`src/rtl/delay_sched.sv`:
```
// Shared delay-timer scheduler: arbitrates requesters onto one delay counter and pulses sig on completion.
// Define DELAY_SCHED_RR_EN for round-robin arbitration; otherwise fixed priority (lowest index wins).
module delay_sched #(
    parameter int NREQ  = 4,
    parameter int N     = 25000,
    parameter int CBITS = 15
) (
    input  logic             clk,
    input  logic             rst,
    input  logic [NREQ-1:0]  req,
    input  logic             abort,
    output logic [NREQ-1:0]  gnt,
    output logic [NREQ-1:0]  sig,
    output logic             busy,
    output logic             err,
    output logic [CBITS-1:0] cnt
);
    localparam int IW = (NREQ > 1) ? $clog2(NREQ) : 1;
    localparam logic [CBITS-1:0] TERM = CBITS'(N);

    typedef enum logic [1:0] {
        IDLE,
        RUN,
        DONE
    } state_t;

    state_t            state;
    state_t            state_nxt;
    logic [NREQ-1:0]   gnt_nxt;
    logic [NREQ-1:0]   sig_nxt;
    logic              busy_nxt;
    logic              err_nxt;
    logic [CBITS-1:0]  cnt_nxt;
    logic              win_valid;
    logic [IW-1:0]     win_idx;

`ifdef DELAY_SCHED_RR_EN
    logic [IW-1:0]     ptr;
    logic [IW:0]       cand;

    // Search starts just after the last winner and wraps, so the previous owner is checked last.
    always_comb begin
        win_valid = 1'b0;
        win_idx   = '0;
        cand      = '0;
        for (int i = 0; i < NREQ; i++) begin
            cand = {1'b0, ptr} + (IW+1)'(i + 1);
            if (cand >= (IW+1)'(NREQ))
                cand = cand - (IW+1)'(NREQ);
            if (!win_valid && req[cand[IW-1:0]]) begin
                win_valid = 1'b1;
                win_idx   = cand[IW-1:0];
            end
        end
    end

    always_ff @(posedge clk or posedge rst) begin
        if (rst)
            ptr <= IW'(NREQ - 1);
        else if (state == IDLE && win_valid)
            ptr <= win_idx;
    end
`else
    always_comb begin
        win_valid = 1'b0;
        win_idx   = '0;
        for (int i = 0; i < NREQ; i++) begin
            if (!win_valid && req[i]) begin
                win_valid = 1'b1;
                win_idx   = IW'(i);
            end
        end
    end
`endif

    always_ff @(posedge clk or posedge rst) begin
        if (rst) begin
            state <= IDLE;
            gnt   <= '0;
            sig   <= '0;
            busy  <= 1'b0;
            err   <= 1'b0;
            cnt   <= '0;
        end else begin
            state <= state_nxt;
            gnt   <= gnt_nxt;
            sig   <= sig_nxt;
            busy  <= busy_nxt;
            err   <= err_nxt;
            cnt   <= cnt_nxt;
        end
    end

    // An owner dropping its request outranks abort, and both outrank reaching the terminal count.
    always_comb begin
        state_nxt = state;
        gnt_nxt   = gnt;
        sig_nxt   = '0;
        busy_nxt  = busy;
        err_nxt   = err;
        cnt_nxt   = cnt;
        case (state)
            IDLE: begin
                if (win_valid) begin
                    state_nxt = RUN;
                    gnt_nxt   = NREQ'(1) << win_idx;
                    cnt_nxt   = '0;
                    busy_nxt  = 1'b1;
                end
            end
            RUN: begin
                if ((req & gnt) == '0) begin
                    state_nxt = IDLE;
                    gnt_nxt   = '0;
                    cnt_nxt   = '0;
                    busy_nxt  = 1'b0;
                    err_nxt   = 1'b1;
                end else if (abort) begin
                    state_nxt = IDLE;
                    gnt_nxt   = '0;
                    cnt_nxt   = '0;
                    busy_nxt  = 1'b0;
                end else if (cnt == TERM) begin
                    state_nxt = DONE;
                    sig_nxt   = gnt;
                end else begin
                    cnt_nxt   = cnt + CBITS'(1);
                end
            end
            DONE: begin
                state_nxt = IDLE;
                gnt_nxt   = '0;
                cnt_nxt   = '0;
                busy_nxt  = 1'b0;
            end
            default: begin
                state_nxt = IDLE;
                gnt_nxt   = '0;
                cnt_nxt   = '0;
                busy_nxt  = 1'b0;
            end
        endcase
    end

endmodule

```
`config.mk`:
```
export PLATFORM = sky130hd
export DESIGN_NAME = delay_sched
export DESIGN_NICKNAME = d
export VERILOG_FILES = /design/src/rtl/delay_sched.sv
export SDC_FILE = /design/constraint.sdc
export NUM_CORES = 1
export LEC_CHECK = 0
export BUFFER_PORTS_ARGS = -buffer_cell sky130_fd_sc_hd__buf_4
export CORE_UTILIZATION = 45
export DETAILED_ROUTE_END_ITERATION = 8
export GPL_TIMING_DRIVEN = 0
export PLACE_DENSITY_LB_ADDON = 0.1
export SETUP_SLACK_MARGIN = 0.15
export SYNTH_ARGS = -nofsm -noshare
export SYNTH_HDL_FRONTEND = slang
export SYNTH_SLANG_ARGS = --single-unit
```
`constraint.sdc`:
```
create_clock -name clk -period 1.7 [get_ports clk]
set_input_delay 0.085 -clock clk [delete_from_list [all_inputs] [get_ports clk]]
set_output_delay 0.085 -clock clk [all_outputs]
set_load 0.05 [all_outputs]
```
# ---- Word level (Yosys, flattened, before mapping)
# Index checks and enable logic that the tools add are counted.
dict set report word_totals {
  register_bits 27
  output_inout_bits 25
  wordCells 56
}
dict set report op_classes {
  n_addsub 1
  eq_ne 6
  shifts 1
  mux 29
  n_bitwise 1
  n_reduce_logical 12
}
# op n
set op_table {}
lappend op_table {{$mux 15} 4}
lappend op_table {{$pmux 15 s2} 1}
lappend op_table {{$mux 4} 7}
lappend op_table {{$add 15x1->15 const B} 1}
lappend op_table {{$eq 15x15->1 const B} 1}
lappend op_table {{$mux 2} 6}
lappend op_table {{$mux 1} 8}
lappend op_table {{$ne 4x4->1 const B} 2}
lappend op_table {{$pmux 4 s2} 1}
lappend op_table {{$reduce_and 2->1} 4}
lappend op_table {{$and 4x4->4} 1}
lappend op_table {{$logic_not 4->1} 1}
lappend op_table {{$pmux 2 s2} 1}
lappend op_table {{$shl 1x2->4 const A} 1}
lappend op_table {{$logic_and 1x1->1} 3}
lappend op_table {{$logic_not 1->1} 3}
lappend op_table {{$ne 3x3->1 const B} 1}
lappend op_table {{$eq 2x1->1 const B} 1}
lappend op_table {{$logic_not 2->1} 1}
lappend op_table {{$ne 2x2->1 const B} 1}
lappend op_table {{$pmux 1 s2} 1}

# ---- Depth between registers and ports, before layout
# Gate-level depths: netlist of run 1.
dict set report logic_depth {
  word_depth 13
  mapped_depth 6
}

# ---- Worst setup path after synthesis of run 1
# Ideal clock, no wire load.
dict set report synth_path {
  path_kind {register to register}
  start {register cnt[1]}
  end {register cnt[14]}
  arrival_time_ns 1.853
  required_time_ns 1.627
  slack_ns -0.226
  path_stages_with_launch 6
  period_less_slack_ns 1.926
  cell_sequence {dfrtp_1 ha_1 nand2_1 a21o_1 or4_1 a21oi_2}
}
dict set report synth_via {
  elab_chain_cells 5
  word_cells_on_any_way 8
  cone_classes {1 x add/sub; 2 x eq/ne; 4 x mux; 1 x reduce/logical}
}
# item line
set synth_lines {}
lappend synth_lines {{start: declaration} 16} ;# output logic [CBITS-1:0] cnt
lappend synth_lines {{start signal: assignment} 90} ;# cnt <= cnt_nxt;
lappend synth_lines {{$add 15x1->15} 127} ;# cnt_nxt = cnt + CBITS'(1);
lappend synth_lines {{$mux 15} 123} ;# end else if (cnt == TERM) begin
lappend synth_lines {{$mux 15} 118} ;# end else if (abort) begin
lappend synth_lines {{$mux 15} 112} ;# if ((req & gnt) == '0) begin
lappend synth_lines {{$pmux 15 s2} 102} ;# case (state)
# Parallel ways exist; a longest one is shown, timed or not. The select of a mux whose other input is x is not followed.
# A chain may end at the register's enable or synchronous reset.

# ---- Worst setup path after layout of run 1
dict set report layout_path {
  start {register cnt[6]}
  end {register cnt[2]}
}
dict set report layout_via {
  elab_chain_cells 3
}
# item line
set layout_lines {}
lappend layout_lines {{$eq 15x15->1} 123}
lappend layout_lines {{$ne 4x4->1 (no line)} -}
lappend layout_lines {{$reduce_and 2->1 (no line)} -}
# No other way between the ends.

==> results of run 1 <==
## cell type report
type,count,area (sq um),share of cell area (%)
Multi-Input combinational cell,99,777,39.2
Sequential cell,27,698,35.2
Timing Repair Buffer,52,394,19.9
Tap cell,31,38.8,1.96
Clock buffer,4,26.3,1.33
Buffer,3,23.8,1.20
Inverter,6,22.5,1.14
## power by group
part	internal, mW	switching, mW
logic	0.176	0.307
registers	0.688	0.0486
clock network	0.0921	0.193
total	0.956	0.549
## cells in the mapped netlist (2+ instances only)
master	count
o21ai_0	7
a22oi_2	2
and3_1	4
a21oi_2	5
xnor2_1	5
nor4bb_1	2
nand2_1	11
a21o_1	3
o21ai_1	2
clkbuf_1	2
inv_1	6
nor2_1	8
nand4_1	2
ha_1	2
o31ai_1	2
a22o_1	2
or4_1	4
nand3_1	8
dfrtp_1	27
a211oi_1	5
or3_1	4
o211ai_1	2
a21oi_1	3
## sequential cells by signal (all words and copies together), names as in the netlist
signal / flops
state: 2
cnt: 15
busy: 1
gnt: 4
sig: 4
err: 1
## cells by family after synthesis
| family | count (synthesis) |
|---|---|
| fa+ha+maj | 2 |
| mux | 1 |
| buf+inv | 9 |
| simple gates | 54 |
| flops | 27 |
| compound gates | 37 |
| xor+xnor | 5 |
## worst paths after layout
path | from | end | slack (ps) | cells past startpoint
max | cnt[6] | cnt[2] | 90 | 4
max reg2reg | cnt[6] | cnt[2] | 90 | 4
min | rst | cnt[5] | 0.6 | 2
min reg2reg | err | err | 500 | 1
max in group asynchronous | rst | gnt[3] | 990 | 2
min in group clk | req[1] | gnt[1] | 20 | 2
## metrics by stage
step | hold slack, ps | total power [mW] | std cells | setup WS, ps
5_1_grt | 16.6 | 1.57 | 222 | -18.2
3_3_place_gp | 361 | 1.14 | 197 | -10.2
4_1_cts | 13.8 | 1.46 | 209 | 135
6_report | 0.568 | 1.50 | 222 | 91.7
2_1_floorplan | 136 | 1.02 | 135 | 40.4
3_5_place_dp | 364 | 1.14 | 197 | -89.6
## per-layer routing
layer | vias up | GRT usage (%)
li1 | 615 | -
met1 | 667 | 30.0
met2 | 39 | 38.2
met3 | 7 | 2.27
met4 | 0 | 6.97
met5 | - | 0
## repair_timing
item	4_1_cts	5_1_grt
buffers inserted	8	13
pin swaps	2	2
endpoints found under the setup margin	12	9
hold endpoints to repair	0	0
resized for setup	5	15
## worst max-delay path: stages, from the launching register on
cell and delay, ps:
dfrtp_2 470, nor4bb_1 410, nand4_1 220, o211ai_1 240, mux2i_1 200
==> results.sh, run 1 <==
export IMPL_insertion_delay_ps=330
export IMPL_die_h_um=57.6
export IMPL_synth_edff_count=0
export IMPL_worst_endpoint_arrival_ps=1870
export IMPL_crit_type="reg2reg"
export IMPL_diodes=0
export IMPL_crit_path_end_kind="flip-flop"
export IMPL_drt_wl_total_mm=3.76
export IMPL_h_tree_depth=1
export IMPL_fp_dieW_um=57.6
export IMPL_first_pass_iters=6
export IMPL_synth_top_cell_area_share_pct=48.6
export IMPL_required_ps=1960
export IMPL_wl_per_cell_um=16.9
export IMPL_dr_first_iter_drc_count=49
export IMPL_grt_pass1_wl_mm=5.62
export IMPL_async_flop_share_pct=100
export IMPL_grt_ovfl_total=0
export IMPL_power_leakage_nw=0.840
export IMPL_fmax_ghz=0.622
export IMPL_peakVddDrop_mv=0.776
export IMPL_synth_compound_area_share_pct=19.4
export IMPL_grt_usage_pct=22.4
export IMPL_drt_met1_wl_mm=1.60
export IMPL_grt_max_degree=28
export IMPL_cts_root_buffer="clkbuf_4"
export IMPL_clock_skew_ps=3.30
export IMPL_wl_met2_mm=1.98
export IMPL_yosysSeqAreaShare_pct=48.6
export IMPL_cap_violations=0
export IMPL_ys_warn_count=0
export IMPL_postCtsHoldBufs=0
export IMPL_final_cell_mix="buf_4, dfrtp_2, nand2_1"
export IMPL_clk_pin_slew_ps=140
export IMPL_yosys_mux_area_fraction_pct=0.721
export IMPL_fin_crit_sh_pct=94.6
export IMPL_syn_nets=144
export IMPL_stdcell_area_sq_um=1980
export IMPL_routed_top_layer="met4"
export IMPL_relSlewSlack_pct=29.1
export IMPL_synth_cell_types=40
export IMPL_final_nets=201
export IMPL_cts_sinks=27
export IMPL_period_needed_ps=1610
export IMPL_synth_fa_ha_area_share_pct=1.80
export IMPL_gp_congestion=0.762
export IMPL_worst_pin_slew_ps=1060
export IMPL_post_route_drc_count=3
export IMPL_dieArea_sq_um=3310
export IMPL_status="complete, but fails checks"
export IMPL_hold_class="in2async"
export IMPL_setup_tns_ps=0
export IMPL_utilization_pct=70.0
export IMPL_avgViaCountPerCell=5.98
export IMPL_finalSetupViolations=0
export IMPL_cts_buffers=3
export IMPL_dp_hpwl_mm=2.42
export IMPL_syn_inst=135
export IMPL_avgSynthCellArea_sq_um=10.3
export IMPL_antenna_found_initial=0
export IMPL_drive_above_1_share_pct=55.5
export IMPL_synth_top_family_by_area="simple AND/OR/NAND/NOR gates"
export IMPL_violations="design-rule violations"
export IMPL_synthXorXnorAreaFrac_pct=3.15
export IMPL_p_per_area_nw_per_um2=760
export IMPL_ios=32
export IMPL_crit_path_start_kind="flip-flop"
export IMPL_cts_buffer_depth=2
export IMPL_rsz0062_at_grt="true"
export IMPL_start_util_pct=49.1
export IMPL_synthSimpleGateAreaFrac_pct=23.3
export IMPL_fp_row_count=19
export IMPL_cts_tree="done"
export IMPL_vias=1328
export IMPL_fill_cells=231
export IMPL_core_area_sq_um=2830
export IMPL_antenna_left=0
export IMPL_met3WireLength_um=133
export IMPL_dpl_cell_area_sq_um=1730
export IMPL_critPathMaxFanout=5
export IMPL_synthFlopType="dfrtp_1"
export IMPL_grt_pass1_vias=1162
export IMPL_finalHoldViolCount=0
export IMPL_finalMaxSlewViolations=0
export IMPL_layout_cells_most_common="buf_4"
export IMPL_synth_seq_cells=27
export IMPL_syn_cell_area_sq_um=1390
export IMPL_area_growth_pct=42.6
export IMPL_synthTopCellsByArea="dfrtp_1, a21oi_2, xnor2_1"
export IMPL_yosys_area_top_type="dfrtp_1"
export IMPL_portBuffers=31
Power figures use the tool's default switching activity.
==> run 2, diff against run 1 <==
--- a/config.mk
+++ b/config.mk
@@ -5,8 +5,11 @@
 export SDC_FILE = /design/constraint.sdc
 export NUM_CORES = 1
 export LEC_CHECK = 0
+export ABC_CLOCK_PERIOD_IN_PS = 1700
 export BUFFER_PORTS_ARGS = -buffer_cell sky130_fd_sc_hd__buf_4
-export CORE_UTILIZATION = 45
+export CELL_PAD_IN_SITES_DETAIL_PLACEMENT = 0
+export CELL_PAD_IN_SITES_GLOBAL_PLACEMENT = 1
+export CORE_UTILIZATION = 40
 export DETAILED_ROUTE_END_ITERATION = 8
 export GPL_TIMING_DRIVEN = 0
 export PLACE_DENSITY_LB_ADDON = 0.1
==> results.sh, run 2 (synthesis gave the netlist of run 1 again) <==
export IMPL_start_util_pct=41.6
export IMPL_insertion_delay_ps=330
export IMPL_status="complete, but fails checks"
export IMPL_p_per_area_nw_per_um2=774
export IMPL_first_pass_iters=4
export IMPL_fp_row_count=21
export IMPL_cts_buffers=3
export IMPL_grt_ovfl_total=0
export IMPL_finalHoldViolCount=27
export IMPL_fp_dieW_um=60.9
export IMPL_diodes=0
export IMPL_h_tree_depth=1
export IMPL_vias=1233
export IMPL_clk_pin_slew_ps=160
export IMPL_drive_above_1_share_pct=52.5
export IMPL_cts_root_buffer="clkbuf_4"
export IMPL_finalSetupViolations=0
export IMPL_crit_type="reg2reg"
export IMPL_drt_wl_total_mm=3.44
export IMPL_clock_skew_ps=5.73
export IMPL_hold_ws_ps=-25.4
export IMPL_postCtsHoldBufs=0
export IMPL_largest_reg_flops=15
export IMPL_rsz0062_at_grt="true"
export IMPL_critPathMaxFanout=6
export IMPL_dpl_cell_area_sq_um=1750
export IMPL_layout_cells_most_common="buf_4"
export IMPL_cts_tree="done"
export IMPL_gp_congestion=0.737
export IMPL_antenna_left=0
export IMPL_dpl_worst_slack_ps=-77.9
export IMPL_seqCellArea_sq_um=698
export IMPL_crit_path_start_kind="flip-flop"
export IMPL_ios=32
export IMPL_cts_buffer_depth=2
export IMPL_regMostFlops="cnt"
export IMPL_reg_top3="cnt: 15 flops, gnt: 4 flops, sig: 4 flops"
export IMPL_required_ps=1970
export IMPL_fill_cells=310
export IMPL_grt_usage_pct=20.9
export IMPL_grt_max_degree=28
export IMPL_portBuffers=31
export IMPL_crit_path_end_kind="flip-flop"
export IMPL_fin_crit_sh_pct=92.0
export IMPL_violations="negative hold slack"
export IMPL_antenna_found_initial=0
export IMPL_grt_pass1_vias=1148
export IMPL_area_growth_pct=38.6
export IMPL_core_area_sq_um=3340
export IMPL_die_h_um=60.9
export IMPL_setup_tns_ps=0
export IMPL_avgViaCountPerCell=5.38
export IMPL_utilization_pct=57.7
export IMPL_period_needed_ps=1560
export IMPL_final_cell_mix="buf_4, dfrtp_2, nand2_1"
export IMPL_final_nets=193
export IMPL_stdcell_area_sq_um=1930
export IMPL_grt_pass1_wl_mm=5.58
export IMPL_finalMaxSlewViolations=0
export IMPL_relSlewSlack_pct=31.4
export IMPL_hold_class="in2async"
export IMPL_dp_hpwl_mm=2.35
export IMPL_fmax_ghz=0.639
export IMPL_wl_per_cell_um=15.0
export IMPL_power_leakage_nw=0.796
export IMPL_dr_first_iter_drc_count=55
export IMPL_peakVddDrop_mv=0.571
export IMPL_worst_endpoint_arrival_ps=1830
export IMPL_post_route_drc_count=0
export IMPL_cap_violations=0
export IMPL_dieArea_sq_um=3710
export IMPL_worst_pin_slew_ps=1030
export IMPL_cts_sinks=27
export IMPL_multiInputGateArea_sq_um=763
export IMPL_layout_setup_ws_ps=136
run 2: changes by cell type in the layout (fill, tap and decap cells not counted), sizes merged:
cell	delta
buf	-9
clkinvlp	+1
run 2: worst max-delay path, cell delays in order, from the launching register on:
cell	delay, ps
dfrtp_2	450
nand3_1	200
a21o_1	270
or4_1	420
a21oi_1	150
run 2: final cells by class:
cell class / count / area share [%]
buffer: 3 / 1.23
multi-input combinational: 99 / 39.6
tap: 46 / 2.99
clock inverter: 1 / 0.390
clock buffer: 3 / 1.17
sequential: 27 / 36.3
timing repair buffer: 44 / 17.2
inverter: 6 / 1.17
run 2: where the power goes:
group          leakage [nW]  switching (mW)  internal, mW
sequential            0.336          0.0414         0.688
clock                0.0139           0.206        0.0902
combinational         0.446           0.307         0.159
run 2: through the flow:
stage | cells | hold WS, ps | total power, mW
after floorplan | 135 | 136 | 1.02
after global placement | 212 | 375 | 1.14
after detailed placement | 212 | 368 | 1.15
after CTS | 224 | 16.6 | 1.48
after global routing | 229 | 26.1 | 1.57
final | 229 | -25.4 | 1.49
run 2: path summary, 6_finish.rpt:
check | start | end | slack (ps) | cells past startpoint
max in group asynchronous | rst | cnt[2] | 1030 | 2
hold / removal | rst | sig[3] | -30 | 2
hold reg to reg | err | err | 510 | 1
setup / recovery | cnt[2] | cnt[13] | 140 | 4
setup reg to reg | cnt[2] | cnt[13] | 140 | 4
min in group clk | req[0] | gnt[0] | 20 | 2
run 2: routing by layer:
layer / wire (um) / share of wire [%] / GRT usage, %
met1: 1650 / 48 / 29.6
met4: 52 / 1.5 / 6.17
met3: 114 / 3.3 / 3.62
met5: 0 / 0 / 0
met2: 1630 / 47 / 32.8
run 2: repair_timing:
item,CTS,global route
pin swaps,3,2
gates cloned,0,0
endpoints found under the setup margin,12,8
buffers inserted,8,5
resized for setup,11,2
==> run 3, diff against run 2 <==
--- a/config.mk
+++ b/config.mk
@@ -9,6 +9,7 @@
 export BUFFER_PORTS_ARGS = -buffer_cell sky130_fd_sc_hd__buf_4
 export CELL_PAD_IN_SITES_DETAIL_PLACEMENT = 0
 export CELL_PAD_IN_SITES_GLOBAL_PLACEMENT = 1
+export CORE_MARGIN = 5
 export CORE_UTILIZATION = 40
 export DETAILED_ROUTE_END_ITERATION = 8
 export GPL_TIMING_DRIVEN = 0
==> results.sh, run 3 (synthesis gave the netlist of run 1 again) <==
export IMPL_antenna_found_initial=0
export IMPL_crit_path_start_kind="flip-flop"
export IMPL_routed_top_layer="met4"
export IMPL_finalHoldViolCount=27
export IMPL_status="complete, but fails checks"
export IMPL_worst_pin_slew_ps=1040
export IMPL_dpl_cell_area_sq_um=1750
export IMPL_crit_type="reg2reg"
export IMPL_rsz0062_at_grt="true"
export IMPL_dpl_cell_count=212
export IMPL_fp_dieW_um=68.9
export IMPL_cp_cell_sequence="inv_2 > ha_4 > nor4bb_4 > nand4_1 > o211ai_1 > mux2i_1"
export IMPL_required_ps=1970
export IMPL_p_per_area_nw_per_um2=774
export IMPL_hold_class="in2async"
export IMPL_utilization_pct=58.3
export IMPL_hold_ws_ps=-17.1
export IMPL_peakVddDrop_mv=0.607
export IMPL_ios=32
export IMPL_diodes=0
export IMPL_die_h_um=68.9
export IMPL_finalMaxSlewViolations=0
export IMPL_antenna_left=0
export IMPL_portBuffers=31
export IMPL_h_tree_depth=1
export IMPL_drive_above_1_share_pct=55.6
export IMPL_clock_skew_ps=2.20
export IMPL_seqCellArea_sq_um=701
export IMPL_cts_sinks=27
export IMPL_fin_crit_sh_pct=91.5
export IMPL_reg_top3="cnt: 15 flops, gnt: 4 flops, sig: 4 flops"
export IMPL_grt_pass1_vias=1247
export IMPL_met3WireLength_um=155
export IMPL_power_leakage_nw=0.787
export IMPL_setup_tns_ps=0
export IMPL_grt_max_degree=28
export IMPL_grt_pass1_wl_mm=5.91
export IMPL_stdcell_area_sq_um=1940
export IMPL_vias=1231
export IMPL_slowest_stage="dfrtp_2"
export IMPL_start_util_pct=41.6
export IMPL_layout_setup_ws_ps=144
export IMPL_fp_row_count=21
export IMPL_period_needed_ps=1560
export IMPL_power_mw=1.51
export IMPL_relSlewSlack_pct=30.4
export IMPL_drt_met1_wl_mm=1.62
export IMPL_dr_first_iter_drc_count=45
export IMPL_regToRegSetupSlack_ps=140
export IMPL_final_nets=190
export IMPL_core_area_sq_um=3340
export IMPL_largest_reg_flops=15
export IMPL_layout_cells_most_common="buf_4"
export IMPL_avgViaCountPerCell=5.45
export IMPL_dp_hpwl_mm=2.45
export IMPL_fin_cells=226
export IMPL_max_stage_delay_ps=480
export IMPL_gp_congestion=0.760
export IMPL_grt_ovfl_total=0
export IMPL_clk_pin_slew_ps=160
export IMPL_postCtsHoldBufs=0
export IMPL_regMostFlops="cnt"
export IMPL_wl_met2_mm=1.62
export IMPL_violations="negative hold slack"
export IMPL_dieArea_sq_um=4750
export IMPL_first_pass_iters=4
export IMPL_cts_tree="done"
export IMPL_fill_cells=304
export IMPL_post_route_drc_count=0
export IMPL_dpl_worst_slack_ps=-65.6
export IMPL_worst_endpoint_arrival_ps=1830
export IMPL_fmax_ghz=0.643
export IMPL_cts_root_buffer="clkbuf_4"
export IMPL_cts_buffer_depth=2
export IMPL_drt_wl_total_mm=3.44
export IMPL_insertion_delay_ps=340
export IMPL_final_cell_mix="buf_4, dfrtp_2, nand2_1"
export IMPL_grt_usage_pct=16.8
export IMPL_multiInputGateArea_sq_um=798
export IMPL_cap_violations=0
export IMPL_critPathMaxFanout=4
export IMPL_area_growth_pct=40.0
export IMPL_crit_path_end_kind="flip-flop"
export IMPL_cts_buffers=3
export IMPL_finalSetupViolations=0
export IMPL_wl_per_cell_um=15.2
-- run 3: critical path: cells and delay by family, from the launching register on --
family / cells / cell delay, ps
AND/OR/NAND/NOR: 2 / 360
flip-flops: 1 / 480
multiplexers: 1 / 210
AO/OA/AOI/OAI: 1 / 230
buffers and inverters: 1 / 90
adder cells (fa/ha/maj): 1 / 130
-- run 3: worst paths after layout --
| path | endpoint | cells after the start | startpoint |
|---|---|---|---|
| max | cnt[2] | 6 | cnt[0] |
| min | sig[3] | 2 | rst |
| max reg2reg | cnt[2] | 6 | cnt[0] |
| min reg2reg | err | 1 | err |
| max in group asynchronous | cnt[2] | 2 | rst |
| min in group clk | gnt[0] | 2 | req[0] |
-- run 3: final cells by class --
cell class	count	share of cell area (%)
Inverter	6	1.16
Timing Repair Buffer	41	16.0
Clock inverter	1	0.386
Clock buffer	3	1.16
Buffer	3	1.22
Sequential cell	27	36.0
Multi-Input combinational cell	99	41.1
Tap cell	46	2.96
-- run 3: power by group --
part           switching (mW)  internal (mW)
combinational           0.300          0.169
clock                   0.208         0.0903
sequential             0.0479          0.691
total                   0.555          0.950
-- run 3: timing repair --
item,in CTS,in global routing
buffers inserted,7,3
pin swaps,3,9
endpoints found under the hold margin,0,0
gates resized for setup,8,16
setup endpoints to repair,12,14
-- run 3: per-layer routing --
layer	vias up	GRT usage, %
li1	596	-
met1	606	21.9
met2	24	27.9
met3	5	2.59
met4	0	6.57
met5	-	0
